==> config.mk <==
export PLATFORM = sky130hd
export DESIGN_NAME = pipelined_register_file_flat
export DESIGN_NICKNAME = d
export VERILOG_FILES = /design/src/rtl/pipelined_register_file_if.sv /design/src/rtl/pipelined_register_file.sv /design/src/flat_wrapper.sv
export SDC_FILE = /design/constraint.sdc
export NUM_CORES = 2
export LEC_CHECK = 0
export CORE_AREA = 5 5 465 467
export DETAILED_ROUTE_END_ITERATION = 12
export DIE_AREA = 0 0 470 472
export HOLD_SLACK_MARGIN = 0.08
export PLACE_DENSITY = 0.55
export SYNTH_ARGS = -nofsm -noshare
export SYNTH_HDL_FRONTEND = slang
export SYNTH_SLANG_ARGS = --single-unit
export TNS_END_PERCENT = 1
==> constraint.sdc <==
create_clock -name clk -period 6.3 [get_ports clk]
set_input_delay 1.26 -clock clk [delete_from_list [all_inputs] [get_ports clk]]
set_output_delay 1.26 -clock clk [all_outputs]
set_load 0.05 [all_outputs]
==> src/rtl/pipelined_register_file_if.sv <==
// Register-file bus: write-back port, decode read/reserve request and
// the registered operands and hazard flags returned to decode.
interface pipelined_register_file_if #(
    parameter int ADDR_WIDTH = 5,
    parameter int DATA_WIDTH = 32
);
    logic [ADDR_WIDTH-1:0] write_address;
    logic [DATA_WIDTH-1:0] write_data;
    logic                  write_enable;
    logic                  read_enable;
    logic [ADDR_WIDTH-1:0] read_reg_0;
    logic [ADDR_WIDTH-1:0] read_reg_1;
    logic                  read_use_0;
    logic                  read_use_1;
    logic                  reserve_enable;
    logic [ADDR_WIDTH-1:0] reserve_reg;
    logic [DATA_WIDTH-1:0] read_data_0;
    logic [DATA_WIDTH-1:0] read_data_1;
    logic                  read_valid;
    logic                  stall;
    logic                  scoreboard_error;

    // Decode / write-back side
    modport master (
        output write_address, write_data, write_enable,
        output read_enable, read_reg_0, read_reg_1, read_use_0, read_use_1,
        output reserve_enable, reserve_reg,
        input  read_data_0, read_data_1, read_valid, stall, scoreboard_error
    );

    // Register-file side
    modport slave (
        input  write_address, write_data, write_enable,
        input  read_enable, read_reg_0, read_reg_1, read_use_0, read_use_1,
        input  reserve_enable, reserve_reg,
        output read_data_0, read_data_1, read_valid, stall, scoreboard_error
    );
endinterface

==> src/rtl/pipelined_register_file.sv <==
// Architectural register file with per-register outstanding-write
// scoreboard. Two registered read ports with write-back bypass; stall is
// the only combinational output and depends on pending counts and the
// current-cycle request only.
module pipelined_register_file #(
    parameter int NUM_REGS    = 32,
    parameter int DATA_WIDTH  = 32,
    parameter int MAX_PENDING = 3
) (
    input logic                      clk,
    input logic                      rst,
    pipelined_register_file_if.slave bus
);
    localparam int ADDR_WIDTH = $clog2(NUM_REGS);
    localparam int CNT_WIDTH  = $clog2(MAX_PENDING + 1);
    localparam logic [CNT_WIDTH-1:0] CNT_ZERO = '0;
    localparam logic [CNT_WIDTH-1:0] CNT_ONE  = CNT_WIDTH'(1);
    localparam logic [CNT_WIDTH-1:0] CNT_MAX  = CNT_WIDTH'(MAX_PENDING);

    logic [DATA_WIDTH-1:0] regs_r        [NUM_REGS];
    logic [CNT_WIDTH-1:0]  pending_r     [NUM_REGS];
    logic [CNT_WIDTH-1:0]  pending_nxt_s [NUM_REGS];

    logic [DATA_WIDTH-1:0] read_data_0_r;
    logic [DATA_WIDTH-1:0] read_data_1_r;
    logic                  read_valid_r;
    logic                  scoreboard_error_r;

    logic hit_0_s;
    logic hit_1_s;
    logic hit_rsv_s;
    logic busy_0_s;
    logic busy_1_s;
    logic sat_s;
    logic stall_s;
    logic accept_s;
    logic inc_s;
    logic dec_s;
    logic orphan_s;

    // Hazard detection: a register is busy while writes are outstanding,
    // except when the last outstanding write lands this very cycle (bypass).
    always_comb begin
        hit_0_s   = bus.write_enable && (bus.write_address == bus.read_reg_0);
        hit_1_s   = bus.write_enable && (bus.write_address == bus.read_reg_1);
        hit_rsv_s = bus.write_enable && (bus.write_address == bus.reserve_reg);
        busy_0_s  = (pending_r[bus.read_reg_0] != CNT_ZERO) &&
                    !((pending_r[bus.read_reg_0] == CNT_ONE) && hit_0_s);
        busy_1_s  = (pending_r[bus.read_reg_1] != CNT_ZERO) &&
                    !((pending_r[bus.read_reg_1] == CNT_ONE) && hit_1_s);
        sat_s     = bus.reserve_enable && (pending_r[bus.reserve_reg] == CNT_MAX) && !hit_rsv_s;
        stall_s   = bus.read_enable && ((bus.read_use_0 && busy_0_s) ||
                                        (bus.read_use_1 && busy_1_s) || sat_s);
        accept_s  = bus.read_enable && !stall_s;
        inc_s     = accept_s && bus.reserve_enable;
        dec_s     = bus.write_enable && (pending_r[bus.write_address] != CNT_ZERO);
        orphan_s  = bus.write_enable && (pending_r[bus.write_address] == CNT_ZERO);
    end

    // Next pending count per register; a reserve and a retire on the same
    // register cancel out.
    always_comb begin
        for (int i = 0; i < NUM_REGS; i++) begin
            if ((inc_s && (bus.reserve_reg == ADDR_WIDTH'(i))) &&
                !(dec_s && (bus.write_address == ADDR_WIDTH'(i)))) begin
                pending_nxt_s[i] = pending_r[i] + CNT_ONE;
            end else if ((dec_s && (bus.write_address == ADDR_WIDTH'(i))) &&
                         !(inc_s && (bus.reserve_reg == ADDR_WIDTH'(i)))) begin
                pending_nxt_s[i] = pending_r[i] - CNT_ONE;
            end else begin
                pending_nxt_s[i] = pending_r[i];
            end
        end
    end

    // Storage, scoreboard, operand capture and sticky error flag.
    always_ff @(posedge clk) begin
        if (rst) begin
            for (int i = 0; i < NUM_REGS; i++) begin
                regs_r[i]    <= '0;
                pending_r[i] <= '0;
            end
            read_data_0_r      <= '0;
            read_data_1_r      <= '0;
            read_valid_r       <= 1'b0;
            scoreboard_error_r <= 1'b0;
        end else begin
            if (bus.write_enable) begin
                regs_r[bus.write_address] <= bus.write_data;
            end
            for (int i = 0; i < NUM_REGS; i++) begin
                pending_r[i] <= pending_nxt_s[i];
            end
            if (accept_s) begin
                read_data_0_r <= hit_0_s ? bus.write_data : regs_r[bus.read_reg_0];
                read_data_1_r <= hit_1_s ? bus.write_data : regs_r[bus.read_reg_1];
                read_valid_r  <= 1'b1;
            end else begin
                read_valid_r  <= 1'b0;
            end
            if (orphan_s) begin
                scoreboard_error_r <= 1'b1;
            end
        end
    end

    assign bus.read_data_0      = read_data_0_r;
    assign bus.read_data_1      = read_data_1_r;
    assign bus.read_valid       = read_valid_r;
    assign bus.scoreboard_error = scoreboard_error_r;
    assign bus.stall            = stall_s;
endmodule

==> src/flat_wrapper.sv <==
// flat-port wrapper written by rule: the top's interface ports become plain ports
module pipelined_register_file_flat 
#(
    parameter int NUM_REGS    = 32,
    parameter int DATA_WIDTH  = 32,
    parameter int MAX_PENDING = 3
)
  (clk, rst, bus_write_address, bus_write_data, bus_write_enable, bus_read_enable, bus_read_reg_0, bus_read_reg_1, bus_read_use_0, bus_read_use_1, bus_reserve_enable, bus_reserve_reg, bus_read_data_0, bus_read_data_1, bus_read_valid, bus_stall, bus_scoreboard_error);
  pipelined_register_file_if #(.ADDR_WIDTH(5), .DATA_WIDTH(DATA_WIDTH)) bus_i ();
  input logic clk;
  input logic rst;
  input wire logic [$bits(bus_i.write_address)-1:0] bus_write_address;
  input wire logic [$bits(bus_i.write_data)-1:0] bus_write_data;
  input wire logic [$bits(bus_i.write_enable)-1:0] bus_write_enable;
  input wire logic [$bits(bus_i.read_enable)-1:0] bus_read_enable;
  input wire logic [$bits(bus_i.read_reg_0)-1:0] bus_read_reg_0;
  input wire logic [$bits(bus_i.read_reg_1)-1:0] bus_read_reg_1;
  input wire logic [$bits(bus_i.read_use_0)-1:0] bus_read_use_0;
  input wire logic [$bits(bus_i.read_use_1)-1:0] bus_read_use_1;
  input wire logic [$bits(bus_i.reserve_enable)-1:0] bus_reserve_enable;
  input wire logic [$bits(bus_i.reserve_reg)-1:0] bus_reserve_reg;
  output wire logic [$bits(bus_i.read_data_0)-1:0] bus_read_data_0;
  output wire logic [$bits(bus_i.read_data_1)-1:0] bus_read_data_1;
  output wire logic [$bits(bus_i.read_valid)-1:0] bus_read_valid;
  output wire logic [$bits(bus_i.stall)-1:0] bus_stall;
  output wire logic [$bits(bus_i.scoreboard_error)-1:0] bus_scoreboard_error;
  assign bus_i.write_address = bus_write_address;
  assign bus_i.write_data = bus_write_data;
  assign bus_i.write_enable = bus_write_enable;
  assign bus_i.read_enable = bus_read_enable;
  assign bus_i.read_reg_0 = bus_read_reg_0;
  assign bus_i.read_reg_1 = bus_read_reg_1;
  assign bus_i.read_use_0 = bus_read_use_0;
  assign bus_i.read_use_1 = bus_read_use_1;
  assign bus_i.reserve_enable = bus_reserve_enable;
  assign bus_i.reserve_reg = bus_reserve_reg;
  assign bus_read_data_0 = bus_i.read_data_0;
  assign bus_read_data_1 = bus_i.read_data_1;
  assign bus_read_valid = bus_i.read_valid;
  assign bus_stall = bus_i.stall;
  assign bus_scoreboard_error = bus_i.scoreboard_error;
  pipelined_register_file #(.NUM_REGS(NUM_REGS), .DATA_WIDTH(DATA_WIDTH), .MAX_PENDING(MAX_PENDING)) u_core (.clk(clk), .rst(rst), .bus(bus_i));
endmodule
==> qor.csv <==
stage;metric;value;unit
run_status;status;finished clean;
floorplan;design.core.area;211000;µm²
clock_network;clk_pin_slew;0.06;ns
timing;finalHoldViolations;0;
logic_synthesis;yosysTopAreaCell;edfxtp_1;
clock_network;insertion_delay;0.78;ns
global_route;grt_max_degree;94;
logic_synthesis;yosys_warnings;0;
detailed_routing;dr.pass1.iters;8;
timing;skew;0.0298;ns
min_path;hp-start;u_core.bus.scoreboard_error;
timing;rsz0062_at_grt;no;
detailed_routing;drt_iter0_markers;6073;
clock_network;htree_levels;4;
pwr;p_per_area;265;nW/µm²
logic_synthesis;synth_top_area_share;48.8;%
global_route;gr-usage-all-layers;20.2;%
timing;slew_headroom;17.0;%
timing;slew_viol_final;0;
worst_setup_path;path_max_fanout;12;
floorplan;fp.dieW;470;µm
finish;nets;4281;
detailed_routing;dr_total_vias;40257;
place;post-place-ws;0.877;ns
worst_setup_path;cp_slowest_cell;clkdlybuf4s50_1;
timing;min_period_over_period;83.2;%
finish;syn_to_final_growth;13.9;%
global_route;antenna_found_initial;26;
logic_synthesis;ys_top_cells_by_count;1027 x and2_1, 1024 x edfxtp_1, 688 x mux4_2;
logic_synthesis;synth.area.top_cells;edfxtp_1 49%, mux4_2 25%, and2_1 10%, dfxtp_1 4.1%, clkbuf_1 1.9%;
logic_synthesis;ys_async_sr_fraction;0;%
worst_setup_path;crit_chain;clkdlybuf4s50_1 -> buf_4 -> mux4_2 -> nand3_1 -> nand3_1 -> nand4_1 -> o211ai_1 -> o21a_1 -> buf_4;
floorplan;initial_core_util;29.8;%
clock_network;cts_setup_buffers;0;
worst_setup_path;cp.arrival;3.98;ns
worst_setup_path;end_kind;output port;
logic_synthesis;ys_seq_area_share;52.9;%
min_path;hp-class;reg -> reg;
place;place_area;67700;µm²
logic_synthesis;ys.flop_type;edfxtp_1;
floorplan;num_rows;169;
timing;min_period;5.24;ns
clock_network;cts_tree;done;
clock_network;clk_path_buf_depth;3;
clock_network;cts_resized;0;
detailed_routing;postRouteWirelength;229000;µm
floorplan;die_y;472;µm
logic_synthesis;synth.most_common_cell;and2_1;
global_route;grt_pass1_wl;322000;µm
floorplan;io_pins;126;
timing;worst_slew_pin_slew;1.24;ns
pwr;p_leak;24.0;nW
detailed_routing;route.detailed.drc;0;
timing;finalSetupViolations;0;
timing;fin_ws;1.06;ns
detailed_routing;antenna_left;0;
worst_setup_path;crit_type;in -> out;
clock_network;numClockSinks;1154;
global_route;grt_pass1_vias;39908;
pwr;combPwrFrac;13.1;%
clock_network;cts_hold_buf;0;
worst_setup_path;max_stage_delay;1.03;ns
timing;hold-worst-slack;0.483;ns
logic_synthesis;synth.avg_cell_area;14.9;µm²
place;port_buffers;125;
worst_setup_path;crit_required;5.04;ns
pwr;intPower;0.0141;W
timing;setup_tns;0;ns
pwr;sw_frac_of_total;25.9;%
logic_synthesis;synth_cells;4240;
place;dp_hpwl;129000;µm
pwr;irDropWorstVdd;243;µV
clock_network;cts_root_buf;clkbuf_16;
logic_synthesis;synth.net_count;4331;
timing;timing.fmax;0.191;GHz
finish;final_layout_size_suffix_gt1_share;25.0;%
logic_synthesis;syn-cell-area;63000;µm²
job;drv_cap;0;
finish;fin_area;71800;µm²
worst_setup_path;worst_setup_path_start_kind;input port;
pwr;switching_power;0.00491;W
place;gp_congestion;0.825;
pwr;seq_power_share;47.1;%
detailed_routing;wire_per_inst;32.2;µm
worst_setup_path;r2r-start;u_core.pending_r[3][0];
logic_synthesis;synth-seq-cells;1154;
global_route;overflow;0;
floorplan;die_area;222000;µm²
worst_setup_path;startpoint;bus_reserve_reg[0];
logic_synthesis;synth_edf_count;1024;
finish;fillers;20001;
pwr;clockPowerShare;39.7;%
clock_network;cts_buffers;133;
logic_synthesis;ys_types;48;
detailed_routing;via_per_inst;5.65;
-- flip-flops by register name, indices dropped and copies added, names as in the netlist --
register and cells:
u_core.regs_r 1024, u_core.pending_r 64, u_core.bus.read_data_0 32, u_core.bus.read_data_1 32
u_core.bus.read_valid 1, u_core.bus.scoreboard_error 1
-- power by group through the flow --
stage                     Combinational [W]  Sequential, W  Clock [W]
after global routing                0.00260        0.00900    0.00797
after global placement              0.00250        0.00909          0
after detailed placement            0.00250        0.00911          0
final                               0.00250        0.00896    0.00755
after floorplan                     0.00144        0.00917          0
after CTS                           0.00251        0.00895    0.00764
-- cell families (layout without fill, tap and decap cells) --
family / count (synthesis) / in the layout / share of synthesized area, %
buf+inv: 446 / 499 / 2.88
other cells: 0 / 8 / 0
compound gates: 284 / 284 / 2.74
flops: 1154 / 1154 / 52.9
mux: 790 / 790 / 26.2
xor+xnor: 79 / 79 / 1.10
fa+ha+maj: 32 / 32 / 0.635
simple gates: 1455 / 1455 / 13.5
-- layout by cell type (no fill, tap or decap), types with 19 or more instances in the layout --
master / Yosys / final
and2_1: 1027 / 1027
clkbuf_16: 0 / 138
nor3_1: 23 / 23
nor4_1: 19 / 19
ha_1: 32 / 32
edfxtp_1: 1024 / 1024
xor2_1: 74 / 74
buf_4: 3 / 107
mux2i_1: 102 / 102
nor2b_1: 72 / 72
or3_1: 34 / 34
dfxtp_1: 130 / 130
o21ai_0: 159 / 159
clkdlybuf4s50_1: 0 / 114
a211o_1: 66 / 66
clkbuf_1: 324 / 30
a21oi_1: 38 / 38
clkinv_1: 0 / 34
or2_2: 32 / 32
nor2_4: 0 / 32
buf_12: 0 / 28
nor2_1: 162 / 130
nand2_1: 48 / 47
mux4_2: 688 / 688
-- per-layer routing --
metal  part of all wire [%]  track usage (%)
met1                     41             28.5
met2                     46             31.4
met3                    9.8             4.03
met4                    3.5             6.87
met5                      0                0
-- area by class of cell --
class	count	area [µm²]	area share [%]
Multi-Input combinational cell	2640	28200	39.2
Tap cell	2821	3530	4.91
Sequential cell	1154	33400	46.4
Timing Repair Buffer	256	2610	3.63
Inverter	5	23.8	0.0331
Clock buffer	171	3610	5.02
Clock inverter	67	536	0.746
Antenna cell	8	20.0	0.0279
-- worst max-delay path: cells and delay by family --
kind | cells | cell delay, ns
buf+inv | 3 | 1.53
mux | 1 | 0.51
compound gates | 2 | 0.34
simple gates | 3 | 0.33
-- path summary, 6_finish.rpt --
kind                                               endpoint  slack (ns)  depth (start not counted)
worst max-delay path                              bus_stall        1.06                          9
worst min-delay path            u_core.bus.scoreboard_error        0.48                          2
worst max register to register      u_core.pending_r[28][1]        2.70                         10
worst min register to register  u_core.bus.scoreboard_error        0.48                          2
-- stage by stage --
step	utilization, %	power (W)	cells
floorplan	-	0.0106	4240
global placement	32.0	0.0116	6876
detailed placement	32.0	0.0116	6876
CTS	34.0	0.0191	7114
global route	34.0	0.0196	7114
finish	34.0	0.0190	7122
Power figures use the tool's default switching activity.
